<file path="config.mk">
export PLATFORM = sky130hd
export DESIGN_NAME = if_id_stage_flat
export DESIGN_NICKNAME = d
export VERILOG_FILES = /design/src/rtl/mips_pkg.sv /design/src/rtl/if_id_stage_if.sv /design/src/rtl/load_use_detect.sv /design/src/rtl/if_id_stage.sv /design/src/flat_wrapper.sv
export SDC_FILE = /design/constraint.sdc
export NUM_CORES = 1
export LEC_CHECK = 0
export ABC_AREA = 1
export CORE_MARGIN = 8
export CORE_UTILIZATION = 43
export CTS_CLUSTER_DIAMETER = 50
export DETAILED_ROUTE_END_ITERATION = 8
export HOLD_SLACK_MARGIN = 0.15
export PLACE_DENSITY = 0.79
export SLEW_MARGIN = 40
export SYNTH_ARGS = -nofsm -noshare
export SYNTH_HDL_FRONTEND = slang
export SYNTH_SLANG_ARGS = --single-unit
</file>
<file path="constraint.sdc">
create_clock -name clk -period 3.8 [get_ports clk]
set_input_delay 0.76 -clock clk [delete_from_list [all_inputs] [get_ports clk]]
set_output_delay 0.76 -clock clk [all_outputs]
set_load 0.1 [all_outputs]
</file>
<file path="src/rtl/mips_pkg.sv">
// Purpose: shared constants for the fetch/decode slice of the MIPS pipeline.
// Latency: n/a (constants only).
// Backpressure: n/a.
package mips_pkg;

    localparam logic [31:0] NOP_INSTR = 32'h0000_0000;

    localparam int RS_MSB = 25;
    localparam int RS_LSB = 21;
    localparam int RT_MSB = 20;
    localparam int RT_LSB = 16;

    localparam logic [31:0] PC_INC = 32'd4;

endpackage

</file>
<file path="src/rtl/if_id_stage_if.sv">
// Purpose: bundle of fetch-side, hazard and IF/ID signals around the if_id_stage.
// Latency: n/a (wiring only).
// Backpressure: stall_out is the hold request; br_taken overrides it.
interface if_id_stage_if #(
    parameter int CNT_W = 16
);
    logic [31:0]      instr_in;
    logic             br_taken;
    logic [31:0]      br_target;
    logic             id_ex_memread_in;
    logic [4:0]       id_ex_rt_in;
    logic [31:0]      pc_out;
    logic [31:0]      if_id_instr_out;
    logic [31:0]      if_id_pc_plus4_out;
    logic             if_id_valid_out;
    logic             stall_out;
    logic [CNT_W-1:0] stall_count_out;
    logic [CNT_W-1:0] flush_count_out;

    // Environment side: instruction memory, branch unit and ID/EX stage.
    modport master (
        output instr_in, br_taken, br_target, id_ex_memread_in, id_ex_rt_in,
        input  pc_out, if_id_instr_out, if_id_pc_plus4_out, if_id_valid_out,
        input  stall_out, stall_count_out, flush_count_out
    );

    // Stage side.
    modport slave (
        input  instr_in, br_taken, br_target, id_ex_memread_in, id_ex_rt_in,
        output pc_out, if_id_instr_out, if_id_pc_plus4_out, if_id_valid_out,
        output stall_out, stall_count_out, flush_count_out
    );
endinterface

</file>
<file path="src/rtl/load_use_detect.sv">
// Purpose: detect a load in ID/EX whose destination feeds the instruction in IF/ID.
// Latency: purely combinational.
// Backpressure: stall_out holds PC and IF/ID; never asserted for an invalid IF/ID entry.
module load_use_detect (
    input  logic       if_id_valid_out,
    input  logic [4:0] rs,
    input  logic [4:0] rt,
    input  logic       id_ex_memread_in,
    input  logic [4:0] id_ex_rt_in,
    output logic       stall_out
);

    // Register $0 never carries a real dependency, so a load into it never stalls.
    always_comb begin
        stall_out = 1'b0;
        if (if_id_valid_out && id_ex_memread_in && (id_ex_rt_in != 5'd0) &&
            ((id_ex_rt_in == rs) || (id_ex_rt_in == rt))) begin
            stall_out = 1'b1;
        end
    end

endmodule

</file>
<file path="src/rtl/if_id_stage.sv">
// Purpose: PC register, IF/ID pipeline register and stall/flush event counters.
// Latency: one clk edge from fetch address to IF/ID output.
// Backpressure: load-use stall holds PC and IF/ID; a taken branch flushes and wins over stall.
module if_id_stage
    import mips_pkg::*;
#(
    parameter logic [31:0] RESET_PC = 32'h0000_0000,
    parameter int          CNT_W    = 16
) (
    input  logic         clk,
    input  logic         reset,
    if_id_stage_if.slave bus
);

    logic [31:0]      pc;
    logic [31:0]      pc_plus4;
    logic [31:0]      if_id_instr;
    logic [31:0]      if_id_pc_plus4;
    logic             if_id_valid;
    logic [CNT_W-1:0] stall_cnt;
    logic [CNT_W-1:0] flush_cnt;
    logic             stall;

    // Natural 32-bit wrap gives the modulo-2^32 PC arithmetic.
    assign pc_plus4 = pc + PC_INC;

    load_use_detect u_load_use_detect (
        .if_id_valid_out  (if_id_valid),
        .rs               (if_id_instr[RS_MSB:RS_LSB]),
        .rt               (if_id_instr[RT_MSB:RT_LSB]),
        .id_ex_memread_in (bus.id_ex_memread_in),
        .id_ex_rt_in      (bus.id_ex_rt_in),
        .stall_out        (stall)
    );

    // PC and IF/ID register: flush beats stall, stall holds, otherwise advance.
    always_ff @(posedge clk or posedge reset) begin
        if (reset) begin
            pc             <= RESET_PC;
            if_id_instr    <= NOP_INSTR;
            if_id_pc_plus4 <= 32'h0;
            if_id_valid    <= 1'b0;
        end else if (bus.br_taken) begin
            pc             <= bus.br_target & ~32'h3;
            if_id_instr    <= NOP_INSTR;
            if_id_pc_plus4 <= 32'h0;
            if_id_valid    <= 1'b0;
        end else if (!stall) begin
            pc             <= pc_plus4;
            if_id_instr    <= bus.instr_in;
            if_id_pc_plus4 <= pc_plus4;
            if_id_valid    <= 1'b1;
        end
    end

    // Saturating event counters; a stall masked by a flush is not counted.
    always_ff @(posedge clk or posedge reset) begin
        if (reset) begin
            stall_cnt <= '0;
            flush_cnt <= '0;
        end else begin
            if (bus.br_taken) begin
                if (flush_cnt != '1) flush_cnt <= flush_cnt + 1'b1;
            end else if (stall) begin
                if (stall_cnt != '1) stall_cnt <= stall_cnt + 1'b1;
            end
        end
    end

    assign bus.pc_out             = pc;
    assign bus.if_id_instr_out    = if_id_instr;
    assign bus.if_id_pc_plus4_out = if_id_pc_plus4;
    assign bus.if_id_valid_out    = if_id_valid;
    assign bus.stall_out          = stall;
    assign bus.stall_count_out    = stall_cnt;
    assign bus.flush_count_out    = flush_cnt;

endmodule

</file>
<file path="src/flat_wrapper.sv">
// flat-port wrapper written by rule: the top's interface ports become plain ports
module if_id_stage_flat import mips_pkg::*;
#(
    parameter logic [31:0] RESET_PC = 32'h0000_0000,
    parameter int          CNT_W    = 16
)
  (clk, reset, bus_instr_in, bus_br_taken, bus_br_target, bus_id_ex_memread_in, bus_id_ex_rt_in, bus_pc_out, bus_if_id_instr_out, bus_if_id_pc_plus4_out, bus_if_id_valid_out, bus_stall_out, bus_stall_count_out, bus_flush_count_out);
  if_id_stage_if #(.CNT_W(CNT_W)) bus_i ();
  input  logic clk;
  input  logic reset;
  input wire logic [$bits(bus_i.instr_in)-1:0] bus_instr_in;
  input wire logic [$bits(bus_i.br_taken)-1:0] bus_br_taken;
  input wire logic [$bits(bus_i.br_target)-1:0] bus_br_target;
  input wire logic [$bits(bus_i.id_ex_memread_in)-1:0] bus_id_ex_memread_in;
  input wire logic [$bits(bus_i.id_ex_rt_in)-1:0] bus_id_ex_rt_in;
  output wire logic [$bits(bus_i.pc_out)-1:0] bus_pc_out;
  output wire logic [$bits(bus_i.if_id_instr_out)-1:0] bus_if_id_instr_out;
  output wire logic [$bits(bus_i.if_id_pc_plus4_out)-1:0] bus_if_id_pc_plus4_out;
  output wire logic [$bits(bus_i.if_id_valid_out)-1:0] bus_if_id_valid_out;
  output wire logic [$bits(bus_i.stall_out)-1:0] bus_stall_out;
  output wire logic [$bits(bus_i.stall_count_out)-1:0] bus_stall_count_out;
  output wire logic [$bits(bus_i.flush_count_out)-1:0] bus_flush_count_out;
  assign bus_i.instr_in = bus_instr_in;
  assign bus_i.br_taken = bus_br_taken;
  assign bus_i.br_target = bus_br_target;
  assign bus_i.id_ex_memread_in = bus_id_ex_memread_in;
  assign bus_i.id_ex_rt_in = bus_id_ex_rt_in;
  assign bus_pc_out = bus_i.pc_out;
  assign bus_if_id_instr_out = bus_i.if_id_instr_out;
  assign bus_if_id_pc_plus4_out = bus_i.if_id_pc_plus4_out;
  assign bus_if_id_valid_out = bus_i.if_id_valid_out;
  assign bus_stall_out = bus_i.stall_out;
  assign bus_stall_count_out = bus_i.stall_count_out;
  assign bus_flush_count_out = bus_i.flush_count_out;
  if_id_stage #(.RESET_PC(RESET_PC), .CNT_W(CNT_W)) u_core (.clk(clk), .reset(reset), .bus(bus_i));
endmodule
</file>
==> flow_summary.json <==
{
  "outcome": "complete, no violations",
  "synth_area_leaders": "dfrtp_1, nand2_1, nand3_1",
  "hold_viol_final": 0,
  "synth_area_um2": 6820,
  "crit_fanout": 13,
  "core_area_um2": 15700,
  "dp.final_hpwl_um": 14800,
  "dieHeight_um": 142,
  "skew_ps": 7.69,
  "clkTransAtPathRegs_ps": 50,
  "postCtsSetupRepairBufs": 0,
  "diodes": 0,
  "drive_gt1_share_pct": 15.1,
  "yosysWarnings": 0,
  "crit_required_ps": 3040,
  "fin_util_pct": 56.6,
  "layout_commonest_cell": "nand2_1",
  "start_util_pct": 43.4,
  "drc": 0,
  "syn_avg_cell_area_um2": 7.13,
  "die_w_um": 142,
  "grtUsageTotal_pct": 20.8,
  "cp.buffers_inverters": 4,
  "synth-seq-cells": 126,
  "grt_pass1_wl_um": 33200,
  "cp_slowest_cell": "clkdlybuf4s50_1",
  "hp-class": "reg2reg",
  "firstDrtPassIters": 4,
  "cts_resized": 0,
  "syn_inst": 956,
  "grt.overflow.total": 0,
  "cts_root_buffer": "clkbuf_16",
  "finalNetCount": 1222,
  "place.gp.congestion": 0.922,
  "holdWs_ps": 461,
  "cts_buffers": 17,
  "vias": 6702,
  "rsz0062_at_grt": "no",
  "crit_arrival_ps": 2360,
  "synth_top_area_share_pct": 46.3,
  "clk_latency_ps": 420,
  "wire_per_inst_um": 15.0,
  "ir_drop_v": 0.000522,
  "setup_tns_ps": 0,
  "power_density_nw_per_um2": 524,
  "antenna_found_initial": 0,
  "final_cell_mix": "nand2_1, buf_2, dfrtp_1",
  "tightest_slew_ps": 792,
  "hold_buffers": 0,
  "cts_num_sinks": 126,
  "synth_compound_area_share_pct": 3.27,
  "cts_tree": "yes",
  "period_minus_slack_ps": 3120,
  "yosysTopAreaCell": "dfrtp_1",
  "drv_cap": 0,
  "finalSetupViolCount": 0,
  "fin_crit_sh_pct": 82.1,
  "grt_max_degree": 127,
  "cp_slowest_stage_delay_ps": 540,
  "yosys.area_share.simple_pct": 37.6,
  "wl_um": 20500,
  "worstPathCellList": "clkdlybuf4s50_1 -> nand2_1 -> clkinv_1 -> nor2_1 -> nor2_1 -> nand3_1 -> nand2_2 -> nand2_2 -> inv_1 -> buf_12",
  "grt_pass1_vias": 6552,
  "path_delay_family": "buffers and inverters",
  "synth.distinct_cells": 27,
  "synth_mux_area_share_pct": 0,
  "p_leak_nw": 4.68,
  "vias_per_cell": 4.88,
  "io-pin-count": 203,
  "syn2layout_area_growth_pct": 30.5,
  "clock.fmax_mhz": 320,
  "drt_iter0_markers": 453,
  "synthXorXnorAreaFrac_pct": 4.75,
  "clock_path_buffers": 2,
  "drv_slew": 0,
  "synth_top_family_by_area": "simple AND/OR/NAND/NOR gates",
  "synth_adder_area_share_pct": 0.551,
  "portBuffers": 198,
  "max_slew_margin_pct": 47.2,
  "synth-seq-area-share_pct": 46.3,
  "dieArea_um2": 20100,
  "h-tree-depth": 4,
  "worst_setup_path_start_kind": "primary input",
  "worstSetupPathType": "in2out",
  "cp-end-kind": "output port",
  "drtAntennaViolNets": 0,
  "rows": 46
}
## area by class of cell
type,instances,area [um^2]
repair buffers,207,1450
inverters,83,315
fillers,1531,6820
multi-input cells,711,3160
clock buffers,22,464
well taps,216,270
flip-flops and latches,126,3150
clock inverters,7,90.1
## path summary, 6_finish.rpt
kind                                                 from  slack [ps]  depth (start not counted)                              to
max                                    bus_id_ex_rt_in[0]         680                         10                   bus_stall_out
min                        u_core.bus.if_id_instr_out[30]         460                          2  u_core.bus.if_id_instr_out[30]
max reg2reg                u_core.bus.if_id_instr_out[21]        1700                         10           u_core.bus.pc_out[24]
min reg2reg                u_core.bus.if_id_instr_out[30]         460                          2  u_core.bus.if_id_instr_out[30]
max in group asynchronous                           reset        2300                          3  u_core.bus.if_id_instr_out[29]
min in group asynchronous                           reset         830                          3  u_core.bus.if_id_instr_out[26]
## sequential cells by signal, indices dropped and copies added, names as in the netlist
signal / cells
u_core.bus.pc_out: 30
u_core.bus.if_id_valid_out: 1
u_core.bus.stall_count_out: 16
u_core.bus.if_id_pc_plus4_out: 31
u_core.bus.flush_count_out: 16
u_core.bus.if_id_instr_out: 32
## worst min-delay path: stages, from the launching register on
cell and delay, ps:
dfrtp_1 330, nand2_1 50, nand2_1 50
## Yosys cell counts (all sizes together)
cell type and n:
nand2 405, dfrtp 126, nand3 108, nor2 91
inv 82, o21ai 40, buf 23, xor2 21
xnor2 16, clkbuf 14, nand4 14, nor3 4
ha 3, nand3b 3, o21bai 3, and2 1
clkinv 1, conb 1
## cells by family (layout without fill, tap and decap cells)
family | Yosys count | after routing
other cells | 1 | 2
buf+inv | 120 | 319
fa+ha+maj | 3 | 3
compound gates | 43 | 43
xor+xnor | 37 | 37
simple gates | 626 | 626
flops | 126 | 126
## metal layers
layer / share of wire, % / up-vias / track usage (%)
met1: 43 / 3092 / 25.4
met3: 7.8 / 31 / 5.98
li1: - / 3361 / -
met5: 0 / - / 0
met2: 47 / 218 / 34.3
met4: 1.9 / 0 / 7.35
## power breakdown
part	leakage (nW)	total [mW]	switching (mW)	internal (mW)
sequential	1.63	1.60	0.135	1.46
combinational	2.79	1.50	1.22	0.273
clock	0.268	1.56	0.579	0.984
## per-stage QoR
stage / setup WS (ps) / instance area, um^2 / std cells / power [mW]
3_5_place_dp: 725 / 8340 / 1343 / 3.12
6_report: 679 / 8900 / 1372 / 4.66
2_1_floorplan: 851 / 6820 / 957 / 2.80
5_1_grt: 522 / 8900 / 1372 / 4.84
4_1_cts: 680 / 8900 / 1372 / 4.70
3_3_place_gp: 729 / 8980 / 1343 / 3.23
(Power assumes the default switching activity.)
